### src/rtl/cpu_fetch.sv
// cpu_fetch: instruction fetch unit for a 16-bit-opcode CPU.
// Fetches big-endian halfwords from instruction memory and assembles
// short-form (one halfword) and long-form (opcode + 32-bit operand)
// instructions, presenting one at a time to decode.
//
// Ports:
//   clk_i            clock, all state updates on rising edge
//   rst_i            asynchronous active-low reset
//   imem_address_o   halfword address of the current memory request
//   imem_req_o       memory request strobe, held with address until ack
//   imem_ack_i       memory response strobe, imem_data_i valid with it
//   imem_data_i      fetched halfword
//   branch_flag_i    redirect request from execute (highest priority)
//   branch_target_i  redirect address, bit 0 ignored
//   stall_i          decode cannot accept the presented instruction
//   opcode_o         assembled opcode
//   operand_o        32-bit operand for long-form, 0 for short-form
//   valid_o          opcode_o/operand_o/PC_o carry a real instruction
//   PC_o             address of the opcode halfword
//
// Configuration:
//   CPU_FETCH_SKIP_NOP_EN  when defined, opcodes 0x0000-0x00FF are
//                          consumed without being presented.
module cpu_fetch (
    input  logic        clk_i,
    input  logic        rst_i,
    output logic [31:0] imem_address_o,
    output logic        imem_req_o,
    input  logic        imem_ack_i,
    input  logic [15:0] imem_data_i,
    input  logic        branch_flag_i,
    input  logic [31:0] branch_target_i,
    input  logic        stall_i,
    output logic [15:0] opcode_o,
    output logic [31:0] operand_o,
    output logic        valid_o,
    output logic [31:0] PC_o
);

    localparam int unsigned ADDR_W = 32;
    localparam int unsigned HW_W   = 16;
    localparam logic [ADDR_W-1:0] RESET_ADDR = 32'h0000_1000;

`ifdef CPU_FETCH_SKIP_NOP_EN
    localparam logic SKIP_NOP = 1'b1;
`else
    localparam logic SKIP_NOP = 1'b0;
`endif

    typedef enum logic [2:0] {
        FETCH_OP,
        FETCH_HI,
        FETCH_LO,
        HOLD,
        DISCARD
    } state_e;

    state_e            state_q, state_d;
    logic [ADDR_W-1:0] addr_q, addr_d;
    logic              req_q, req_d;
    logic [HW_W-1:0]   opcode_q, opcode_d;
    logic [ADDR_W-1:0] operand_q, operand_d;
    logic [ADDR_W-1:0] pc_q, pc_d;
    logic              valid_q, valid_d;
    logic [ADDR_W-1:0] tgt_q, tgt_d;

    logic [ADDR_W-1:0] addr_inc;
    logic [ADDR_W-1:0] br_addr;
    logic              xfer;

    // Opcodes followed by a 32-bit operand (high halfword first).
    function automatic logic is_long_op(input logic [HW_W-1:0] op);
        logic hit;
        case (op[15:8])
            8'h01, 8'h03, 8'h08, 8'h09, 8'h0C, 8'h0D, 8'h1A, 8'h1B,
            8'h1D, 8'h1F, 8'h20, 8'h22, 8'h24, 8'h30,
            8'h36, 8'h37, 8'h38, 8'h39: hit = 1'b1;
            default:                    hit = 1'b0;
        endcase
        return hit;
    endfunction

    assign addr_inc = addr_q + ADDR_W'(2);
    assign br_addr  = branch_target_i & 32'hFFFF_FFFE;
    assign xfer     = valid_q && !stall_i;

    // Next-state and next-output logic.
    always_comb begin
        state_d   = state_q;
        addr_d    = addr_q;
        req_d     = req_q;
        opcode_d  = opcode_q;
        operand_d = operand_q;
        pc_d      = pc_q;
        valid_d   = valid_q;
        tgt_d     = tgt_q;

        // A transferred instruction leaves the output stage.
        if (xfer) begin
            valid_d = 1'b0;
        end

        if (branch_flag_i) begin
            valid_d = 1'b0;
            if (req_q && !imem_ack_i) begin
                // Request in flight: must see its ack before redirecting.
                state_d = DISCARD;
                tgt_d   = br_addr;
            end else begin
                state_d = FETCH_OP;
                addr_d  = br_addr;
                req_d   = 1'b1;
            end
        end else begin
            case (state_q)
                FETCH_OP: begin
                    if (!req_q) begin
                        req_d = 1'b1;
                    end else if (valid_q && stall_i) begin
                        // Decode blocked: any halfword acked now is not
                        // accepted and is refetched after the hold.
                        state_d = HOLD;
                        if (imem_ack_i) begin
                            req_d = 1'b0;
                        end
                    end else if (imem_ack_i) begin
                        addr_d   = addr_inc;
                        pc_d     = addr_q;
                        opcode_d = imem_data_i;
                        if (is_long_op(imem_data_i)) begin
                            state_d = FETCH_HI;
                        end else if (!(SKIP_NOP && imem_data_i[15:8] == 8'h00)) begin
                            operand_d = '0;
                            valid_d   = 1'b1;
                        end
                    end
                end
                FETCH_HI: begin
                    if (imem_ack_i) begin
                        operand_d[31:16] = imem_data_i;
                        addr_d           = addr_inc;
                        state_d          = FETCH_LO;
                    end
                end
                FETCH_LO: begin
                    if (imem_ack_i) begin
                        operand_d[15:0] = imem_data_i;
                        addr_d          = addr_inc;
                        valid_d         = 1'b1;
                        state_d         = FETCH_OP;
                    end
                end
                HOLD: begin
                    if (req_q && imem_ack_i) begin
                        req_d = 1'b0;
                    end
                    if (!stall_i) begin
                        state_d = FETCH_OP;
                        req_d   = 1'b1;
                    end
                end
                DISCARD: begin
                    if (imem_ack_i) begin
                        state_d = FETCH_OP;
                        addr_d  = tgt_q;
                        req_d   = 1'b1;
                    end
                end
                default: begin
                    state_d = FETCH_OP;
                end
            endcase
        end
    end

    // State and output registers.
    always_ff @(posedge clk_i or negedge rst_i) begin
        if (!rst_i) begin
            state_q   <= FETCH_OP;
            addr_q    <= RESET_ADDR;
            req_q     <= 1'b0;
            opcode_q  <= '0;
            operand_q <= '0;
            pc_q      <= '0;
            valid_q   <= 1'b0;
            tgt_q     <= '0;
        end else begin
            state_q   <= state_d;
            addr_q    <= addr_d;
            req_q     <= req_d;
            opcode_q  <= opcode_d;
            operand_q <= operand_d;
            pc_q      <= pc_d;
            valid_q   <= valid_d;
            tgt_q     <= tgt_d;
        end
    end

    assign imem_address_o = addr_q;
    assign imem_req_o     = req_q;
    assign opcode_o       = opcode_q;
    assign operand_o      = operand_q;
    assign valid_o        = valid_q;
    assign PC_o           = pc_q;

endmodule

### config.mk
export PLATFORM = sky130hd
export DESIGN_NAME = cpu_fetch
export DESIGN_NICKNAME = d
export VERILOG_FILES = /design/src/rtl/cpu_fetch.sv
export SDC_FILE = /design/constraint.sdc
export NUM_CORES = 1
export LEC_CHECK = 0
export BUFFER_PORTS_ARGS = -buffer_cell sky130_fd_sc_hd__buf_4
export CORE_ASPECT_RATIO = 1.2
export CORE_MARGIN = 8
export CORE_UTILIZATION = 54
export CTS_CLUSTER_DIAMETER = 100
export DETAILED_ROUTE_END_ITERATION = 8
export HOLD_SLACK_MARGIN = 0.08
export PLACE_DENSITY = 0.85
export RECOVER_POWER = 50
export SLEW_MARGIN = 10
export SYNTH_ARGS = -nofsm -noshare
export SYNTH_HDL_FRONTEND = slang
export SYNTH_SLANG_ARGS = --single-unit
### constraint.sdc
create_clock -name clk_i -period 2.4 [get_ports clk_i]
set_input_delay 0.12 -clock clk_i [delete_from_list [all_inputs] [get_ports clk_i]]
set_output_delay 0.12 -clock clk_i [all_outputs]
set_load 0.01 [all_outputs]
==> qor.yml, run 1 <==
dp_hpwl_mm: 14.30
fillers: 882
rsz0062_at_grt: "false"
critPathLaunchType: "flip-flop"
grt_pass1_vias: 6998
dp.cells: 1002
numCtsBuffers: 17
timing.fmax_mhz: 434.0
drv_slew: 0
cts_max_level: 4
syn_area_per_cell_um2: 10.28
irDropWorstVdd_mv: 0.7403
cts_tree: "yes"
grt_max_degree: 58
antenna_left: 0
critical_path.max_stage_delay_ps: 960
cts_num_sinks: 146
cts_root_buf: "clkbuf_16"
path_max_fanout: 25
post_cts.repair.setup_buffers: 0
wl_per_cell_um: 20.63
worstMarginPinSlew_ps: 1485
antenna_found_initial: 0
dieArea_um2: 17130
clock_latency_ps: 420
n_antenna_cell: 0
ys_warn_count: 0
ys_async_sr_fraction_pct: 100.0
cp-end-kind: "flip-flop"
track_usage_pct: 26.15
layout_common_cells: "dfrtp_1 (143), buf_4 (136), mux2_2 (77)"
totalPowerFinal_w: 0.009639
layout.cells.non_filler: 1083
syn_inst: 693
busiest_layer: "met2"
globalRouteMet3Util_pct: 7.038
ff_latch_area_um2: 3657
grt_use_met2_pct: 44.03
clkSlewWorstSetupHoldPaths_ps: 60
wl_mm: 22.35
min_delay_path_depth: 4
finalSetupViolCount: 0
num_io_pins: 167
ff2ff_path_depth: 6
powerDensity_nw_per_um2: 1011
finalCriticalPeriod_ps: 2304
relSlewSlack_pct: 0.9823
die_w_um: 120.8
viasPerCell: 6.200
layout_commonest_cell: "dfrtp_1"
nets: 956
p_leak_nw: 4.167
ys_ff_latch: 146
area_growth_pct: 33.84
slowest_stage: "o21ai_2"
hold_viol: 0
place_congestion: 0.8496
period_share_pct: 96.00
rows: 46
multiInputGateArea_um2: 3258
port_buffers: 163
path_class: "reg2reg"
core_area_um2: 13070
ys_types: 61
status: "finished, final reports clean"
drive_above_1_share_pct: 29.29
tns_ps: 0
synth-seq-area-share_pct: 51.33
cp_data_arrival_time_ps: 2640
drtPass1Iterations: 6
synth.cell_area_um2: 7121
fp.dieH_um: 141.8
clock_path_buffers: 2
fin_skew_ps: 8.887
start_util_pct: 54.50
hold_class: "in2reg"
crit_chain: "o21ai_0, and3_1, o21ai_2, buf_4, a21oi_1, o22ai_1"
synth_edf_count: 0
overflow: 0
finalCoreUtilization_pct: 72.95
drc: 0
vias: 6715
grtUsageMet1_pct: 30.36
cp.required_ps: 2740
maxCapViolations: 0
drtIter0Drc: 875
ys.flop_type: "dfrtp_1"
grt_pass1_wl_mm: 35.96
==> metal layers <==
layer | part of all wire [%] | vias to the layer above
met5 | 0 | -
met4 | 3.1 | 0
met3 | 8.8 | 90
met2 | 50 | 402
met1 | 38 | 3265
li1 | - | 2958
==> logic make-up after synthesis <==
kind of cell / Yosys count / share of synthesized area [%]
flip-flops: 146 / 51.33
AO/OA/AOI/OAI: 202 / 18.26
multiplexers: 81 / 12.74
other: 1 / 0.05266
buffers and inverters: 60 / 3.338
AND/OR/NAND/NOR: 193 / 13.00
adder cells (fa/ha/maj): 1 / 0.1757
XOR/XNOR: 9 / 1.107
==> worst paths after layout <==
kind                                            to  startpoint  slack [ps]
worst min-delay path                       valid_o     stall_i         150
worst max register to register  imem_address_o[26]  state_q[0]         100
min in group asynchronous              opcode_o[3]       rst_i         600
max in group asynchronous       imem_address_o[12]       rst_i         390
worst max-delay path            imem_address_o[26]  state_q[0]         100
worst min register to register            PC_o[29]    PC_o[29]         500
==> critical path: cells and delay by family, from the launching register on <==
family,cells,cell delay (ps)
flops,1,410
compound gates,4,1290
simple gates,1,210
buf+inv,1,300
==> synth_stat cells (6+ instances only) <==
| cell | number | area [µm²] |
|---|---|---|
| dfrtp_1 | 145 | 3628 |
| mux2_2 | 77 | 867.1 |
| nand2_1 | 76 | 285.3 |
| o21ai_0 | 66 | 330.3 |
| nor2_1 | 45 | 168.9 |
| clkbuf_1 | 37 | 138.9 |
| a22oi_1 | 35 | 262.8 |
| a21oi_1 | 34 | 170.2 |
| nand3_1 | 13 | 65.06 |
| and3_1 | 12 | 75.07 |
| buf_1 | 10 | 37.54 |
| nand4_1 | 8 | 50.05 |
| a211o_1 | 7 | 61.31 |
| a31oi_1 | 7 | 43.79 |
| nor4_1 | 7 | 43.79 |
| inv_1 | 6 | 22.52 |
| nor3_1 | 6 | 30.03 |
| o211ai_1 | 6 | 45.04 |
| o22ai_1 | 6 | 37.54 |
| o31ai_1 | 6 | 45.04 |
| xor2_1 | 6 | 52.55 |
==> registers in the layout, summed over array words and instances, names as in the netlist <==
register / cells
state_q: 3
opcode_o: 16
tgt_q: 31
imem_address_o: 31
operand_o: 32
imem_req_o: 1
PC_o: 31
valid_o: 1
==> cell type report <==
type	count	share of cell area, %
inverter	7	0.2757
sequential	146	38.37
clock inverter	15	2.166
timing repair buffer	242	18.33
clock buffer	17	4.464
tap	168	2.206
multi-input combinational	488	34.19
==> metrics by stage <==
| stage | cell area [µm²] | setup slack, ps | hold slack, ps |
|---|---|---|---|
| finish | 9530 | 96.04 | 148.6 |
| global route | 9530 | 18.08 | 164.1 |
| CTS | 9738 | 71.32 | 128.2 |
| detailed placement | 8616 | 117.3 | 130.2 |
| global placement | 8616 | 242.5 | 116.8 |
| floorplan | 7124 | 248.2 | -175.6 |
==> what timing repair did <==
| item | in CTS | in global routing |
|---|---|---|
| endpoints found under the hold margin | 160 | 0 |
| hold buffers | 49 | 0 |
| gates resized for setup | 0 | 5 |
| endpoints found under the setup margin | 0 | 1 |
==> power by group <==
group	total [W]	internal (W)	leakage, nW	switching [W]
combinational	0.00291	0.00142	2.11	0.00149
clock	0.00284	0.00175	0.304	0.00109
sequential	0.00389	0.00323	1.76	0.000656
total	0.00964	0.00640	4.17	0.00324
Power figures use the tool's default switching activity.
==> inputs of run 2 (changes only) <==
--- a/config.mk
+++ b/config.mk
@@ -5,14 +5,15 @@
 export SDC_FILE = /design/constraint.sdc
 export NUM_CORES = 1
 export LEC_CHECK = 0
+export ABC_AREA = 1
 export BUFFER_PORTS_ARGS = -buffer_cell sky130_fd_sc_hd__buf_4
 export CORE_ASPECT_RATIO = 1.2
 export CORE_MARGIN = 8
-export CORE_UTILIZATION = 54
+export CORE_UTILIZATION = 55
 export CTS_CLUSTER_DIAMETER = 100
 export DETAILED_ROUTE_END_ITERATION = 8
 export HOLD_SLACK_MARGIN = 0.08
-export PLACE_DENSITY = 0.85
+export PLACE_DENSITY = 0.86
 export RECOVER_POWER = 50
 export SLEW_MARGIN = 10
 export SYNTH_ARGS = -nofsm -noshare
==> qor.yml, run 2 <==
fin_area_um2: 9891  # +3.8%
die_w_um: 123.2  # +2.0%
dieArea_um2: 17820  # +4.0%
r2r_slack_ps: 360  # +260 ps
num_io_pins: 167  # unchanged
vias: 7638  # +14%
yosysMostFrequentCell: "nand2_1"
tns_ps: 0  # unchanged
drtIter0Drc: 890  # +1.7%
hold_viol: 0  # unchanged
crit_start: "state_q[0]"
period_share_pct: 85.15  # -11 points
largest_reg_flops: 32  # unchanged
synth-seq-area-share_pct: 48.20  # -3.1 points
ys_types: 41  # -33%
cts_root_buf: "clkbuf_16"
timing.fmax_mhz: 489.3  # +13%
start_util_pct: 55.58  # +1.1 points
layout_common_cells: "nand2_1 (385), dfrtp_1 (145), buf_4 (118)"
reg2reg_to: "imem_address_o[8]"
hold_class: "in2reg"
status: "finished, violations left"
fin_skew_ps: 7.639  # -1.248 ps
violations: "max-capacitance violations, max-slew violations"
n_antenna_cell: 0  # unchanged
powerDensity_nw_per_um2: 1125  # +11%
dp_hpwl_mm: 16.36  # +14%
cts_hold_buf: 50  # +2.0%
antenna_found_initial: 0  # unchanged
synth.area.top_cells: "dfrtp_1 (48%), nand2_1 (19%), o21ai_0 (7.1%)"
crit_chain: "nor2_4, nand2_2, buf_4, nand2_1, o21ai_0, nand2_1, o211ai_1, nand2_1"
area_growth_pct: 30.45
placed_cell_area_um2: 8952  # +3.9%
antenna_left: 0  # unchanged
post_cts_resized: 0  # unchanged
synth.cell_area_um2: 7582  # +6.5%
reg2reg_from: "state_q[0]"
syn_inst: 1013  # +46%
ff2ff_path_depth: 8  # +2
critPathLaunchType: "flip-flop"
viasPerCell: 5.452  # -12%
wl_per_cell_um: 17.19  # -17%
synth_top_area_share_pct: 47.85  # -3.1 points
slowest_stage: "dfrtp_1"
grt_pass1_vias: 7521  # +7.5%
nets: 1271  # +33%
irDropWorstVdd_mv: 0.6612  # -11%
worstMarginPinSlew_ps: 1818  # +332.8 ps
grt_pass1_wl_mm: 37.97  # +5.6%
numCtsBuffers: 17  # unchanged
finalCriticalPeriod_ps: 2044  # -260.4 ps
cts_tree: "yes"
drv_slew: 69  # +69
maxCapViolations: 1  # +1
cts_num_sinks: 146  # unchanged
cp.required_ps: 2770  # +30 ps
ys_async_sr_fraction_pct: 100.0  # unchanged
cp_data_arrival_time_ps: 2410  # -230 ps
cpMostUsedCell: "nand2_1"
path_max_fanout: 19  # -24%
overflow: 0  # unchanged
synth_edf_count: 0  # unchanged
clock_latency_ps: 430  # about the same
clock_path_buffers: 2  # unchanged
ys_ff_latch: 146  # unchanged
relSlewSlack_pct: -21.20  # -22 points
track_usage_pct: 27.46  # +1.3 points
finalSetupViolCount: 0  # unchanged
synth_commonest_cells: "nand2_1 (385), dfrtp_1 (145), o21ai_0 (108)"
grt_max_degree: 73  # +26%
drc: 0  # unchanged
ys.flop_type: "dfrtp_1"
cp-end-kind: "flip-flop"
path_buf_inv: 1  # unchanged
rsz0062_at_grt: "false"
rows: 47  # +2.2%
critical_path.endpoint: "imem_address_o[8]"
path_class: "reg2reg"
critical_path.max_stage_delay_ps: 470  # -490 ps
clkSlewWorstSetupHoldPaths_ps: 60  # about the same
port_buffers: 163  # unchanged
finalCoreUtilization_pct: 72.50  # -0.45 points
place_congestion: 0.9345  # +10%
cp.depth: 8  # +2
fp.dieH_um: 144.6  # +2.0%
drtPass1Iterations: 5  # -1
post_cts.repair.setup_buffers: 0  # unchanged
wl_mm: 24.09  # +7.8%
crit_family: "simple AND/OR/NAND/NOR gates"
p_leak_nw: 4.947  # +19%
yosysTopAreaCell: "dfrtp_1"
ys_warn_count: 0  # unchanged
core_area_um2: 13640  # +4.4%
drive_above_1_share_pct: 16.50  # -13 points
cts_max_level: 4  # unchanged
layout_commonest_cell: "nand2_1"
syn_area_per_cell_um2: 7.485  # -27%
run 2: where the power goes:
part / switching (W) / internal [W]
registers: 0.000852 / 0.00332
logic: 0.00249 / 0.00154
clock network: 0.00108 / 0.00186
run 2: layout make-up:
cell class | count | area (µm²)
fillers | 1075 | 3752
flip-flops and latches | 146 | 3655
multi-input cells | 726 | 3352
repair buffers | 227 | 1642
clock buffers | 21 | 480.5
inverters | 99 | 374.1
well taps | 171 | 214.0
clock inverters | 11 | 173.9
run 2: cell families after synthesis:
family | after synthesis | share of synthesized area [%]
other | 1 | 0.04946
AND/OR/NAND/NOR | 545 | 29.64
multiplexers | 10 | 1.584
flip-flops | 146 | 48.20
adder cells (fa/ha/maj) | 1 | 0.1650
buffers and inverters | 142 | 7.706
AO/OA/AOI/OAI | 162 | 11.96
XOR/XNOR | 6 | 0.6931
run 2: tightest hold or removal path, cell delays in order:
cell     delay (ps)
buf_4           110
nand2_1         110
nand2_1          70
nand2_1          60
a21oi_1          40
run 2: worst min-delay path by stage:
| stage | from | to | slack (ps) | depth (start not counted) |
|---|---|---|---|---|
| finish | stall_i | valid_o | 130 | 5 |
| global route | stall_i | valid_o | 180 | 5 |
| CTS | stall_i | valid_o | 110 | 5 |
| detailed placement | rst_i | opcode_o[12] | 170 | 1 |
| global placement | rst_i | opcode_o[12] | 170 | 1 |
| floorplan | rst_i | PC_o[10] | -180 | 0 |
run 2: metal layers:
layer / track usage [%] / part of all wire [%] / up-vias
met3: 5.664 / 7.8 / 45
met1: 32.47 / 40 / 3608
met4: 12.06 / 2.5 / 0
met5: 0 / 0 / -
li1: - / - / 3635
met2: 47.04 / 50 / 350
run 2: stage by stage:
step	total power [W]	hold WS [ps]	instances	setup slack [ps]
after floorplan	0.006202	-175.6	1014	795.1
after global placement	0.008208	169.9	1319	445.4
after detailed placement	0.008351	170.4	1319	413.7
after CTS	0.01137	110.7	1401	401.8
after global routing	0.01176	182.3	1401	209.8
final	0.01113	125.5	1401	356.5
